## config.mk

```make
export PLATFORM = sky130hd
export DESIGN_NAME = core_run_ctrl
export DESIGN_NICKNAME = d
export VERILOG_FILES = /design/src/rtl/core_run_ctrl.sv
export SDC_FILE = /design/constraint.sdc
export NUM_CORES = 1
export LEC_CHECK = 0
export CAP_MARGIN = 20
export CELL_PAD_IN_SITES_DETAIL_PLACEMENT = 0
export CELL_PAD_IN_SITES_GLOBAL_PLACEMENT = 1
export CORE_MARGIN = 2
export CORE_UTILIZATION = 30
export DETAILED_ROUTE_END_ITERATION = 10
export PLACE_DENSITY_LB_ADDON = 0.1
export SKIP_LAST_GASP = 1
export SLEW_MARGIN = 20
export SYNTH_ARGS = -nofsm -noshare
export SYNTH_HDL_FRONTEND = slang
export SYNTH_SLANG_ARGS = --single-unit
```

## constraint.sdc

```tcl
create_clock -name clock -period 7.1 [get_ports clock]
set_clock_uncertainty 0.15 [all_clocks]
set_input_delay 0.71 -clock clock [delete_from_list [all_inputs] [get_ports clock]]
set_output_delay 0.71 -clock clock [all_outputs]
set_load 0.02 [all_outputs]
```

## src/rtl/core_run_ctrl.sv

```systemverilog
// -----------------------------------------------------------------------------
// core_run_ctrl
//   Run-control / status block for the simple core. It sequences
//   IDLE -> BOOT -> RUN -> HALT, counts RUN cycles and retired instructions,
//   runs an optional no-retire watchdog, and reports pass/fail once halted.
//
// Parameters
//   BOOT_CYCLES  cycles spent in BOOT before RUN (0 = straight to RUN)
//   CNT_W        width of io_cycles / io_instret
//   WDOG_CYCLES  consecutive no-retire RUN cycles before forced HALT (0 = off)
//
// Ports
//   clock        in   single clock, all state on posedge
//   reset        in   synchronous, active-high
//   io_start     in   start pulse, honoured in IDLE or HALT
//   io_retire    in   one instruction retired, honoured in RUN
//   io_halt_req  in   halt request, honoured in RUN
//   io_booting   out  state == BOOT
//   io_running   out  state == RUN
//   io_done      out  state == HALT
//   io_timeout   out  HALT caused by watchdog (valid while io_done)
//   io_result    out  io_done & ~io_timeout
//   io_cycles    out  RUN-cycle count (saturating)
//   io_instret   out  retired-instruction count (saturating)
//
// Configuration
//   CORE_TRACE_EN  when defined, prints every state transition (simulation
//                  only).
// -----------------------------------------------------------------------------
module core_run_ctrl #(
  parameter int unsigned BOOT_CYCLES = 4,
  parameter int unsigned CNT_W       = 32,
  parameter int unsigned WDOG_CYCLES = 0
) (
  input  logic             clock,
  input  logic             reset,
  input  logic             io_start,
  input  logic             io_retire,
  input  logic             io_halt_req,
  output logic             io_booting,
  output logic             io_running,
  output logic             io_done,
  output logic             io_timeout,
  output logic             io_result,
  output logic [CNT_W-1:0] io_cycles,
  output logic [CNT_W-1:0] io_instret
);

  // Boot counter only ever holds BOOT_CYCLES-1.
  localparam int unsigned BOOT_W = (BOOT_CYCLES > 1) ? $clog2(BOOT_CYCLES) : 1;
  localparam logic [BOOT_W-1:0] BOOT_LOAD =
    BOOT_W'((BOOT_CYCLES > 0) ? BOOT_CYCLES - 1 : 0);

  localparam int unsigned WD_W = (WDOG_CYCLES > 0) ? $clog2(WDOG_CYCLES + 1) : 1;
  localparam logic [WD_W-1:0] WD_LAST =
    WD_W'((WDOG_CYCLES > 0) ? WDOG_CYCLES - 1 : 0);

  typedef enum logic [1:0] {
    S_IDLE = 2'd0,
    S_BOOT = 2'd1,
    S_RUN  = 2'd2,
    S_HALT = 2'd3
  } state_t;

  state_t            state,    state_nxt;
  logic [BOOT_W-1:0] boot_cnt, boot_nxt;
  logic [CNT_W-1:0]  cyc_cnt,  cyc_nxt;
  logic [CNT_W-1:0]  ret_cnt,  ret_nxt;
  logic [WD_W-1:0]   wd_cnt,   wd_nxt;
  logic              timeout,  timeout_nxt;
  logic              wd_expire;

  // Expiry is the WDOG_CYCLES-th consecutive idle cycle: the count already
  // holds WDOG_CYCLES-1 and this cycle does not retire either.
  always_comb begin
    wd_expire = (WDOG_CYCLES != 0) && !io_retire && (wd_cnt == WD_LAST);
  end

  always_comb begin
    state_nxt   = state;
    boot_nxt    = boot_cnt;
    cyc_nxt     = cyc_cnt;
    ret_nxt     = ret_cnt;
    wd_nxt      = wd_cnt;
    timeout_nxt = timeout;

    case (state)
      S_IDLE, S_HALT: begin
        if (io_start) begin
          cyc_nxt     = '0;
          ret_nxt     = '0;
          wd_nxt      = '0;
          timeout_nxt = 1'b0;
          boot_nxt    = BOOT_LOAD;
          state_nxt   = (BOOT_CYCLES == 0) ? S_RUN : S_BOOT;
        end
      end

      S_BOOT: begin
        if (boot_cnt == '0) begin
          state_nxt = S_RUN;
        end else begin
          boot_nxt = boot_cnt - BOOT_W'(1);
        end
      end

      S_RUN: begin
        if (cyc_cnt != '1) begin
          cyc_nxt = cyc_cnt + CNT_W'(1);
        end
        if (io_retire && (ret_cnt != '1)) begin
          ret_nxt = ret_cnt + CNT_W'(1);
        end
        if (WDOG_CYCLES != 0) begin
          if (io_retire) begin
            wd_nxt = '0;
          end else if (wd_cnt != '1) begin
            wd_nxt = wd_cnt + WD_W'(1);
          end
        end
        // Halt request takes priority over a coincident watchdog expiry.
        if (io_halt_req) begin
          state_nxt   = S_HALT;
          timeout_nxt = 1'b0;
        end else if (wd_expire) begin
          state_nxt   = S_HALT;
          timeout_nxt = 1'b1;
        end
      end

      default: begin
        state_nxt = S_IDLE;
      end
    endcase
  end

  always_ff @(posedge clock) begin
    if (reset) begin
      state    <= S_IDLE;
      boot_cnt <= '0;
      cyc_cnt  <= '0;
      ret_cnt  <= '0;
      wd_cnt   <= '0;
      timeout  <= 1'b0;
    end else begin
      state    <= state_nxt;
      boot_cnt <= boot_nxt;
      cyc_cnt  <= cyc_nxt;
      ret_cnt  <= ret_nxt;
      wd_cnt   <= wd_nxt;
      timeout  <= timeout_nxt;
    end
  end

  always_comb begin
    io_booting = (state == S_BOOT);
    io_running = (state == S_RUN);
    io_done    = (state == S_HALT);
    io_timeout = timeout;
    io_result  = (state == S_HALT) && !timeout;
    io_cycles  = cyc_cnt;
    io_instret = ret_cnt;
  end

`ifdef CORE_TRACE_EN
`ifndef SYNTHESIS
  function automatic string state_name(input state_t s);
    case (s)
      S_IDLE:  return "IDLE";
      S_BOOT:  return "BOOT";
      S_RUN:   return "RUN";
      default: return "HALT";
    endcase
  endfunction

  state_t    trace_nxt;
  logic      trace_cond;

  always_comb begin
    trace_nxt  = reset ? S_IDLE : state_nxt;
    trace_cond = 1'b1;
  end

  always @(posedge clock) begin
    if (trace_cond && (trace_nxt != state)) begin
      $display("core_run_ctrl: %s -> %s cyc=%0d ret=%0d",
               state_name(state), state_name(trace_nxt),
               reset ? '0 : cyc_nxt, reset ? '0 : ret_nxt);
      if (trace_nxt == S_HALT) begin
        $display("core_run_ctrl: %s", timeout_nxt ? "TIMEOUT" : "PASS");
      end
    end
  end
`endif
`endif

endmodule

```

Word-level counts from Yosys, hierarchy flattened --
Cells that the tools add are included.
Word-level totals: flip-flop bits (word level) 69, bits of input ports 5, output and inout port bits 69, word-level logic and storage cells 47
Cells by class: $add $sub $neg 3, equal/unequal tests 11, muxes and demuxes 15, reduce and logical (&&, ||, !) cells 13
Operators by type and width (count):
- 32-bit case mux with 2 select lines | 2
- 32-bit 2-to-1 mux | 3
- 32-bit by 1-bit adder with 32-bit output, second input constant | 2
- 32-bit inequality test, second input constant | 2
- 3-bit AND reduction | 5
- 2-bit 2-to-1 mux | 5
- 2-bit by 1-bit inequality test with 1-bit output, second input constant | 3
- 2-bit inequality test, second input constant | 3
- 2-bit case mux with 3 select lines | 1
- 2-bit == test, second input constant | 2
- 2-bit zero test | 2
- 2-bit case mux with 2 select lines | 1
- 2-bit nonzero test | 2
- 2-bit by 1-bit == test with 1-bit output, second input constant | 1
- 1-bit logical AND | 2
- 1-bit 2-to-1 mux | 2
- 1-bit case mux with 2 select lines | 1
- 2-bit OR reduction | 1
- 2-bit by 1-bit subtractor with 2-bit output, second input constant | 1
- 1-bit zero test | 1

Logic depth before layout (Yosys ltp) --
Gate-level depths: netlist of run 1.
depth in word-level cells 4, depth in mapped cells 10, gate-level depth less buffers 8

Worst setup path after synthesis of run 1 --
OpenSTA, ideal clock, no wires.
kind register -> register, start register cyc_cnt[0] (netlist: io_cycles[0]), end register cyc_cnt[4] (netlist: io_cycles[4]), setup time 146 ps, arrival 2142 ps, required time 6804 ps, setup slack 4662 ps, stages on the path, launching flop included 11, buffers on the path 3, period minus slack after synthesis 2438 ps, cells stage by stage dfxtp_1 > ha_1 > and3_1 > and4_1 > clkbuf_2 > nand3b_1 > o21ba_2 > buf_2 > buf_2 > a21oi_1 > a311oi_2
On the way: cells in the longest elaborated chain, start to end 3, elaborated cells on any way between the ends 6, those cells by class 1 x add/sub; 2 x eq/ne; 2 x mux; 1 x reduce/logical
Ends and longest elaborated chain:
- start: declaration | line 67 | logic [CNT_W-1:0] cyc_cnt, cyc_nxt;
- start signal: assignment | line 148 | cyc_cnt <= cyc_nxt;
- 32-bit by 1-bit adder with 32-bit output / 32-bit inequality test (equally long branches) | line 109, 108
- 32-bit 2-to-1 mux / 2-bit by 1-bit inequality test with 1-bit output (equally long branches)
- 32-bit case mux with 2 select lines / 3-bit AND reduction (equally long branches)
Several ways; a longest one is shown, not always the timed one. The select of a mux whose other input is x is not followed. A chain may end at the register's enable or synchronous reset.

Worst setup path in the final report of run 1 --
start register state[0], end register ret_cnt[31] (netlist: io_instret[31])
On the way: cells in the longest elaborated chain, start to end 4, elaborated cells on any way between the ends 9, those cells by class 4 x eq/ne; 1 x mux; 4 x reduce/logical
Ends and longest elaborated chain:
- start: declaration | line 65 | state_t state, state_nxt;
- start signal: assignment | line 146 | state <= state_nxt;
- 2-bit == test / 2-bit zero test (equally long branches) | line 87 | case (state)
- 2-bit OR reduction | line 87
- 2-bit inequality test (no source line) / 2-bit nonzero test (equally long branches)
- 3-bit AND reduction (no source line)
- end signal: assignment | line 149 | ret_cnt <= ret_nxt;
- end: declaration | line 68 | logic [CNT_W-1:0] ret_cnt, ret_nxt;
Several ways; a longest one is shown, not always the timed one.

==> results of run 1 <==
[cells in the mapped netlist, drive strengths merged, types with 6 or more instances]
library cell / count
a21o: 8
a21oi: 41
a311oi: 14
a31oi: 8
a41oi: 6
and2: 10
and3: 12
and4: 9
buf: 12
clkbuf: 13
dfxtp: 68
ha: 6
inv: 14
nand2: 64
nand3: 29
nand4: 18
nor2: 26
nor3: 22
nor4: 10
o211ai: 7
o21ai: 30
o31ai: 8
[kinds of logic (layout without fill, tap and decap cells)]
group                    Yosys count  count (layout)  synth area share
AO/OA/AOI/OAI                    157             157            0.2831
XOR/XNOR                           1               1          0.002240
adder cells (fa/ha/maj)            6               6           0.01919
buffers and inverters             40             106           0.05150
flip-flops                        68              68            0.3480
multiplexers                       3               3          0.008317
other                              1               1         0.0009588
AND/OR/NAND/NOR                  214             214            0.2866
[cell type report]
cell class | count | area (µm²)
Multi-Input combinational cell | 382 | 2349
Fill cell | 1328 | 7681
Clock buffer | 11 | 242.7
Tap cell | 172 | 215.2
Clock inverter | 5 | 27.53
Inverter | 15 | 56.30
Sequential cell | 68 | 1361
Timing Repair Buffer | 75 | 738.2
[per-stage QoR]
step           hold slack, ps  setup WS, ps  cells  total power (W)
6_report                361.7          4155    728         0.001218
5_1_grt                 397.8          3888    728         0.001289
4_1_cts                 366.1          4141    728         0.001229
3_5_place_dp            344.1          3897    712        0.0008093
3_3_place_gp            347.9          3941    712        0.0008067
2_1_floorplan           333.6          4662    490        0.0007019
[cells in the final DEF (no fill, tap or decap), drive strengths merged, types with 3 or more instances in the layout]
master	netlist	routed
a211oi	3	3
nand2	64	64
and4	9	9
a311oi	14	14
o31a	3	3
clkdlybuf4s50	0	71
clkbuf	13	11
buf	12	4
nor3	22	22
dfxtp	68	68
o211ai	7	7
clkinv	1	5
a21o	8	8
a31oi	8	8
a41oi	6	6
o41ai	3	3
o22ai	3	3
a32o	3	3
inv	14	14
nand4	18	18
ha	6	6
and2	10	10
nand3	29	29
o31ai	8	8
nand3b	3	3
nor4	10	10
and3	12	12
o21ai	30	30
nor2	26	26
a21oi	41	41
[power groups by stage]
stage,clock network [W],logic [W],registers [W]
after floorplan,0,0.000277,0.000425
after CTS,0.000427,0.000387,0.000416
after global placement,0,0.000384,0.000423
after detailed placement,0,0.000386,0.000424
final,0.000417,0.000386,0.000415
after global routing,0.000442,0.000429,0.000418
[flip-flops by register name (all words and copies together), names as in the netlist]
signal	flops
io_cycles	32
io_instret	32
state	2
boot_cnt	2
[how the worst max path moves through the flow]
stage / startpoint / endpoint / cells past startpoint
6_report: state[0] / io_instret[31] / 8
5_1_grt: state[1] / io_instret[23] / 7
4_1_cts: state[1] / io_instret[31] / 7
3_5_place_dp: io_start / io_instret[31] / 7
3_3_place_gp: io_start / io_instret[31] / 7
2_1_floorplan: io_cycles[0] / io_cycles[4] / 10
[per-layer routing]
layer	global-route usage	vias to the layer above	share of wire
met5	0	-	0
met4	0.07681	0	0.018
met3	0.03282	19	0.052
met2	0.2655	119	0.42
met1	0.2885	1977	0.51
li1	-	1999	-
==> qor.csv, run 1 <==
stage,metric,value,unit
run_status,status,finished clean,
global_routing,grt_pass1_vias,3891,
worst_setup_path,critPathMaxStageDelay,460,ps
synth,syn_area,0.003911,mm²
clock_network,clock-sinks,68,
global_routing,gr-usage-all-layers,0.1914,
timing,finalCritPeriodShare,0.4148,
route,postRouteWirelength,13310,µm
global_routing,grt_max_degree,48,
run,max-cap-violations,0,
worst_setup_path,crit_slowest_cell,o41ai_1,
worst_setup_path,crit_type,flip-flop to flip-flop,
cells_and_area,finish.utilization,0.3938,
synth,synthCells,490,
cells_and_area,area_growth,27.58,%
timing,rsz0062_at_grt,false,
clock_network,cts_hold_buffers,0,
hold_path,min_path_type,flip-flop to flip-flop,
timing,clock.fmax,339.5,MHz
synth,synthesis.nets,501,
timing,hold_viol,0,
die,fp.dieW,118.2,µm
hold_path,holdPathStages,1,
die,die_h,118.2,µm
route,drt_iter0_markers,261,
worst_setup_path,cp_top_family,simple AND/OR/NAND/NOR gates,
placement,placed_area,0.004720,mm²
synth,synth_edf_count,0,
power,seqPwrFrac,0.341,
route,wl_per_cell,18.28,µm
power,p_switching,0.0004653,W
timing,fin_tns_setup,0,ps
clock_network,clk_latency,340,ps
power,comb_power_share,0.317,
synth,ys_ff_latch,68,
hold_path,hp-start,io_instret[3],
synth,synth_top_area_cell,dfxtp_1,
worst_setup_path,start_kind,flip-flop,
timing,fin_crit,2945,ps
global_routing,grt_pass1_wl,21330,µm
synth,synth_async_sr_flop_share,0,
clock_network,clock_tree.htree_level_count,3,
clock_network,cts_buffers,9,
global_routing,grt_antenna_before_repair,0,
die,io_pins,74,
synth,ys_types,71,
clock_network,root_buffer,clkbuf_16,
power,p_int,0.0007528,W
worst_setup_path,crit_buf_inv,2,
placement,io_buffers,72,
clock_network,clk_path_buf_depth,2,
clock_network,cts_resized,0,
die,num_rows,41,
synth,synth_area_leaders,"dfxtp_1 (35%), nand2_1 (6.0%), a21oi_1 (5.2%)",
worst_setup_path,crit_required,7230,ps
placement,dp_hpwl,9091,µm
die,core-area,0.01267,mm²
worst_setup_path,r2r_setup_slack,4150,ps
clock_network,cts_tree,built,
timing,setup_viol,0,
power,p_per_area,244.1,mW/mm²
power,clkPwrFrac,0.342,
worst_setup_path,r2r_cells,8,
power,peakVddDrop,0.1155,mV
power,p_sw_frac,0.3820,
route,drcViolationCount,0,
hold_path,hold_end,io_instret[3],
worst_setup_path,critPathCaptureType,flip-flop,
worst_setup_path,cpMostUsedCell,nand2_1,
cells_and_area,postLayoutCellArea,0.004990,mm²
cells_and_area,final_nets,562,
worst_setup_path,cp_max_fo,44,
timing,max_slew.worst_pin.slew,898.6,ps
die,initial_utilization,0.3087,
cells_and_area,drive_above_1_share,0.07734,
synth,synth.avg_cell_area,7.982,µm²
worst_setup_path,r2r_end,io_instret[31],
die,die-area,0.01397,mm²
worst_setup_path,path_cells,"inv_1, ha_1, buf_4, nand2_1, nor2_1, nand2_1, o41ai_1, a21o_1",
worst_setup_path,r2r-start,state[0],
global_routing,grt_overflow,0,
placement,gp_congestion,0.8353,
route,ant_nets,0,
timing,final_max_slew_viol_count,0,
clock_network,path_clk_slew,60,ps
power,p_leak,1.633,nW
timing,slew_headroom,0.3946,
route,vias,4114,
synth,ys.flop_type,dfxtp_1,
synth,yosys_warnings,0,
clock_network,post_cts_buffers,0,
synth,seq_area_frac_synth,0.3480,
cells_and_area,diodes,0,
worst_setup_path,critPathArrivalTime,3080,ps
synth,synth_top_area_frac,0.3480,
route,via_per_inst,5.651,
route,drtPass1Iterations,4,
Power figures use the tool's default switching activity.
==> run 2: changes to the inputs <==
==> constraint.sdc (replaced) <==
create_clock -name clock -period 3.1 [get_ports clock]
set_clock_uncertainty 0.15 [all_clocks]
set_input_delay 0.31 -clock clock [delete_from_list [all_inputs] [get_ports clock]]
set_output_delay 0.31 -clock clock [all_outputs]
set_load 0.02 [all_outputs]
==> run 2 against run 1 <==
Compared with the run above:
- first-iteration DRC count is 18% higher
- utilization is 0.83 points higher
- critical endpoint is now io_instret[18]
- global-route usage increased by 0.10 points
- die area unchanged
- largest power group is now combinational cells
==> qor.csv, run 2 (synthesis results as in run 1) <==
stage,metric,value,unit
cells_and_area,postLayoutCellArea,0.005095,mm²
run_status,status,finished clean,
route,drt_iter0_markers,308,
route,via_per_inst,5.649,
hold_path,min_path_type,input pin to flip-flop,
placement,placed_area,0.004825,mm²
cells_and_area,area_growth,30.26,%
cells_and_area,multiInputGateArea,0.002349,mm²
die,die-area,0.01397,mm²
clock_network,path_clk_slew,60,ps
timing,max_slew.worst_pin.slew,757.1,ps
global_routing,grt_max_degree,30,
route,wl_per_cell,18.19,µm
run,max-cap-violations,0,
placement,dp_hpwl,9539,µm
power,p_sw_frac,0.3718,
power,p_per_area,565.9,mW/mm²
cells_and_area,drive_above_1_share,0.09666,
worst_setup_path,crit_required,3180,ps
timing,final_max_slew_viol_count,0,
timing,slew_headroom,0.4953,
timing,fin_crit,2809,ps
timing,finalCritPeriodShare,0.9060,
timing,hold_viol,0,
clock_network,cts_hold_buffers,0,
clock_network,clk_path_buf_depth,2,
timing,fin_tns_setup,0,ps
worst_setup_path,cp_max_fo,9,
power,p_switching,0.001072,W
global_routing,grt_antenna_before_repair,0,
global_routing,grt_overflow,0,
die,io_pins,74,
route,drtPass1Iterations,4,
die,die_h,118.2,µm
timing,worst_slack,291.3,ps
worst_setup_path,critPathCaptureType,flip-flop,
global_routing,grt_pass1_vias,3828,
cells_and_area,diodes,0,
power,seqPwrFrac,0.329,
worst_setup_path,start_kind,flip-flop,
die,fp.dieW,118.2,µm
placement,gp_congestion,0.8468,
route,drcViolationCount,0,
power,p_leak,1.704,nW
route,vias,4186,
timing,rsz0062_at_grt,false,
clock_network,clk_latency,330,ps
clock_network,clock_tree.htree_level_count,3,
global_routing,grt_pass1_wl,21650,µm
clock_network,root_buffer,clkbuf_16,
die,core-area,0.01267,mm²
cells_and_area,finish.utilization,0.4021,
cells_and_area,n_fill_cell,1338,
cells_and_area,layout.area.seq,0.001361,mm²
route,postRouteWirelength,13480,µm
clock_network,cts_buffers,9,
clock_network,clock-sinks,68,
timing,clock.fmax,356.0,MHz
cells_and_area,final_nets,576,
global_routing,gr-usage-all-layers,0.1924,
clock_network,cts_tree,built,
power,peakVddDrop,0.2237,mV
die,initial_utilization,0.3087,
hold_path,hp-start,reset,
worst_setup_path,worstSetupStartpoint,io_instret[0],
timing,setup_viol,0,
placement,place_ws,352.8,ps
power,clkPwrFrac,0.334,
power,p_int,0.001811,W
worst_setup_path,r2r-start,io_instret[0],
worst_setup_path,crit_type,flip-flop to flip-flop,
placement,io_buffers,72,
route,ant_nets,0,
die,num_rows,41,
power,comb_power_share,0.336,
cells_and_area,mostFrequentLayoutCells,"clkdlybuf4s50_1 (71), dfxtp_1 (68), nand2_1 (63)",
cells_and_area,final_common_cell,clkdlybuf4s50_1,
worst_setup_path,critPathArrivalTime,2890,ps
clock_network,cts_resized,0,
clock_network,post_cts_buffers,0,
-- run 2: cell count changes in the layout (fill, tap and decap cells not counted) --
cell and delta:
clkbuf_8 +1, clkinv_2 -2, clkbuf_1 +1, clkinvlp_4 -1, buf_4 +14
-- run 2: final timing paths --
| path | slack (ps) | cells after the start | endpoint |
|---|---|---|---|
| min reg2reg | 350 | 1 | io_instret[3] |
| max reg2reg | 290 | 7 | io_instret[18] |
| min | 270 | 2 | io_instret[0] |
| max | 290 | 7 | io_instret[18] |
-- run 2: area by class of cell --
class	instances	area share
flip-flops and latches	68	0.2672
clock buffers	13	0.05108
well taps	172	0.04224
inverters	15	0.01105
multi-input cells	382	0.4610
clock inverters	2	0.001965
repair buffers	89	0.1655
-- run 2: power by group through the flow --
stage               clock network, W  logic (W)  registers [W]
floorplan                          0   0.000634       0.000974
global placement                   0   0.000957       0.000969
detailed placement                 0   0.000959       0.000968
CTS                         0.000984   0.000964       0.000949
global route                 0.00103    0.00106       0.000955
finish                      0.000964   0.000970       0.000950
-- run 2: critical path: stages (launching register included) --
cell	delay, ps
dfxtp_1	470
ha_1	240
and3_1	340
nand4_1	250
o31ai_4	500
a21oi_1	370
a211o_1	340
o31ai_1	60
-- run 2: through the flow --
| step | instances | hold WS (ps) | total power, W |
|---|---|---|---|
| final | 741 | 267.9 | 0.002883 |
| after global routing | 741 | 260.4 | 0.003043 |
| after CTS | 741 | 250.2 | 0.002897 |
| after detailed placement | 726 | 338.3 | 0.001927 |
| after global placement | 726 | 340.0 | 0.001927 |
| after floorplan | 490 | 333.6 | 0.001608 |
-- run 2: per-layer routing --
layer / GRT usage / part of all wire
met1: 0.2989 / 0.51
met2: 0.2670 / 0.42
met3: 0.03475 / 0.050
met4: 0.05196 / 0.011
met5: 0 / 0
==> run 3: changes to the inputs <==
--- a/config.mk
+++ b/config.mk
@@ -11,9 +11,11 @@
 export CORE_MARGIN = 2
 export CORE_UTILIZATION = 30
 export DETAILED_ROUTE_END_ITERATION = 10
+export GPL_TIMING_DRIVEN = 0
 export PLACE_DENSITY_LB_ADDON = 0.1
 export SKIP_LAST_GASP = 1
 export SLEW_MARGIN = 20
 export SYNTH_ARGS = -nofsm -noshare
 export SYNTH_HDL_FRONTEND = slang
 export SYNTH_SLANG_ARGS = --single-unit
+export TNS_END_PERCENT = 50
==> run 3 against run 2 <==
Compared with the run above:
- count of clock-buffer cells in the layout is the same
- worst hold slack gained 98 ps
- sequential share of layout area shrank 0.39 points
- critical path depth is the same
- via count grew 3.6%
- first-iteration DRC count grew 1.3%
- clock power is essentially flat
- combinational power is essentially flat
- critical path type unchanged
- critical endpoint is now io_instret[11]
- largest power group unchanged
- highest routed layer unchanged
==> qor.csv, run 3 (synthesis results as in run 1) <==
stage,metric,value,unit
run_status,status,finished clean,
global_routing,use_met3,0.04006,
timing,hold_viol,0,
route,drtPass1Iterations,5,
cells_and_area,n_fill_cell,1331,
worst_setup_path,path_cells,"inv_1, ha_1, nand2b_1, o21ai_0, a21oi_1, nand2_1, a32o_1",
die,core-area,0.01267,mm²
die,io_pins,74,
route,wl_per_cell,18.91,µm
global_routing,grt_antenna_before_repair,0,
run,max-cap-violations,0,
route,drcViolationCount,0,
route,ant_nets,0,
cells_and_area,drive_above_1_share,0.09466,
timing,clock.fmax,351.0,MHz
route,postRouteWirelength,14240,µm
route,via_per_inst,5.760,
clock_network,clock-sinks,68,
worst_setup_path,start_kind,flip-flop,
power,p_leak,1.718,nW
placement,place_ws,-199.3,ps
clock_network,clk_path_buf_depth,2,
placement,io_buffers,72,
cells_and_area,mostFrequentLayoutCells,"clkdlybuf4s50_1 (72), dfxtp_1 (68), nand2_1 (63)",
global_routing,grt_overflow,0,
cells_and_area,diodes,0,
power,peakVddDrop,0.2956,mV
global_routing,grt_pass1_wl,22510,µm
clock_network,clk_latency,330,ps
clock_network,cts_tree,built,
cells_and_area,postLayoutCellArea,0.005171,mm²
worst_setup_path,r2r-start,state[0],
timing,setup_viol,0,
die,die_h,118.2,µm
cells_and_area,final_nets,588,
placement,gp_congestion,0.8290,
clock_network,clock_tree.htree_level_count,3,
global_routing,use_met1,0.3130,
worst_setup_path,critPathCaptureType,flip-flop,
route,drt_iter0_markers,312,
worst_setup_path,crit_slowest_cell,a21oi_1,
global_routing,gr-usage-all-layers,0.2045,
timing,fin_crit,2849,ps
hold_path,min_path_type,flip-flop to flip-flop,
timing,final_max_slew_viol_count,0,
cells_and_area,multiInputGateArea,0.002356,mm²
worst_setup_path,critPathArrivalTime,2930,ps
worst_setup_path,critPathMaxStageDelay,840,ps
placement,placed_area,0.004847,mm²
die,initial_utilization,0.3087,
timing,max_slew.worst_pin.slew,946.8,ps
hold_path,hp-start,io_cycles[13],
timing,finalCritPeriodShare,0.9190,
global_routing,grt.busiest_layer,met1,
worst_setup_path,r2r_end,io_instret[11],
worst_setup_path,crit_type,flip-flop to flip-flop,
clock_network,path_clk_slew,60,ps
power,p_per_area,564.0,mW/mm²
worst_setup_path,crit_required,3180,ps
timing,worst_slack,251.0,ps
die,num_rows,41,
cells_and_area,final_common_cell,clkdlybuf4s50_1,
global_routing,grtUsageMet2,0.2868,
hold_path,holdPathStages,2,
timing,slew_headroom,0.3621,
worst_setup_path,r2r_setup_slack,250,ps
cells_and_area,layout.area.seq,0.001361,mm²
clock_network,cts_buffers,9,
global_routing,grt_max_degree,11,
clock_network,root_buffer,clkbuf_16,
timing,rsz0062_at_grt,true,
worst_setup_path,cp_max_fo,8,
die,die-area,0.01397,mm²
timing,fin_tns_setup,0,ps
cells_and_area,area_growth,32.21,%
timing,fin_hold_ws,366.0,ps
placement,dp_hpwl,10150,µm
worst_setup_path,r2r_cells,7,
die,fp.dieW,118.2,µm
global_routing,grt_pass1_vias,3982,
hold_path,hold_end,io_cycles[13],
route,vias,4337,
==> run 3: cell types whose count changed in the layout (fill, tap and decap cells not counted), moves of 3 or more <==
| cell | delta |
|---|---|
| buf_2 | +3 |
| buf_4 | -12 |
| buf_6 | +5 |
| clkbuf_1 | +12 |
==> run 3: power by group <==
group	switching (W)	total, W	internal, W
logic	0.000693	0.00100	0.000312
registers	0.0000396	0.000950	0.000910
clock network	0.000383	0.000962	0.000579
total	0.00112	0.00292	0.00180
==> run 3: layout make-up <==
class,instances,area share
Buffer,25,0.02807
Clock buffer,13,0.05033
Clock inverter,2,0.001936
Inverter,15,0.01161
Multi-Input combinational cell,382,0.4556
Sequential cell,68,0.2632
Tap cell,172,0.04162
Timing Repair Buffer,76,0.1476
==> run 3: worst max-delay path by stage <==
stage / cells past startpoint / endpoint / from
2_1_floorplan: 10 / io_cycles[4] / io_cycles[0]
3_3_place_gp: 9 / io_instret[21] / state[0]
3_5_place_dp: 9 / io_instret[21] / state[0]
4_1_cts: 9 / io_instret[21] / state[0]
5_1_grt: 8 / io_instret[27] / state[1]
6_report: 7 / io_instret[11] / state[0]
==> run 3: worst max-delay path: cells and delay by family, from the launching register on <==
kind	cells	cell delay [ps]
buffers and inverters	1	60
flip-flops	1	370
AND/OR/NAND/NOR	2	290
AO/OA/AOI/OAI	3	1500
adder cells (fa/ha/maj)	1	370
==> run 3: metrics by stage <==
step	util	power, W	instances
finish	0.4081	0.002916	753
floorplan	-	0.001608	490
CTS	0.4045	0.002911	749
global route	0.4081	0.003074	753
detailed placement	0.3825	0.001949	734
global placement	0.3825	0.001942	734
==> run 3: per-layer routing <==
layer	routed length (µm)	up-vias
met5	0	-
met4	189	0
met3	946	16
met2	5988	158
met1	7118	2105
li1	-	2058
==> run 3: repair_timing <==
item,4_1_cts,5_1_grt
pin swaps,0,2
resized for setup,2,1
buffers inserted,0,4
hold buffers,0,0
endpoints found under the setup margin,9,8
hold endpoints to repair,0,0
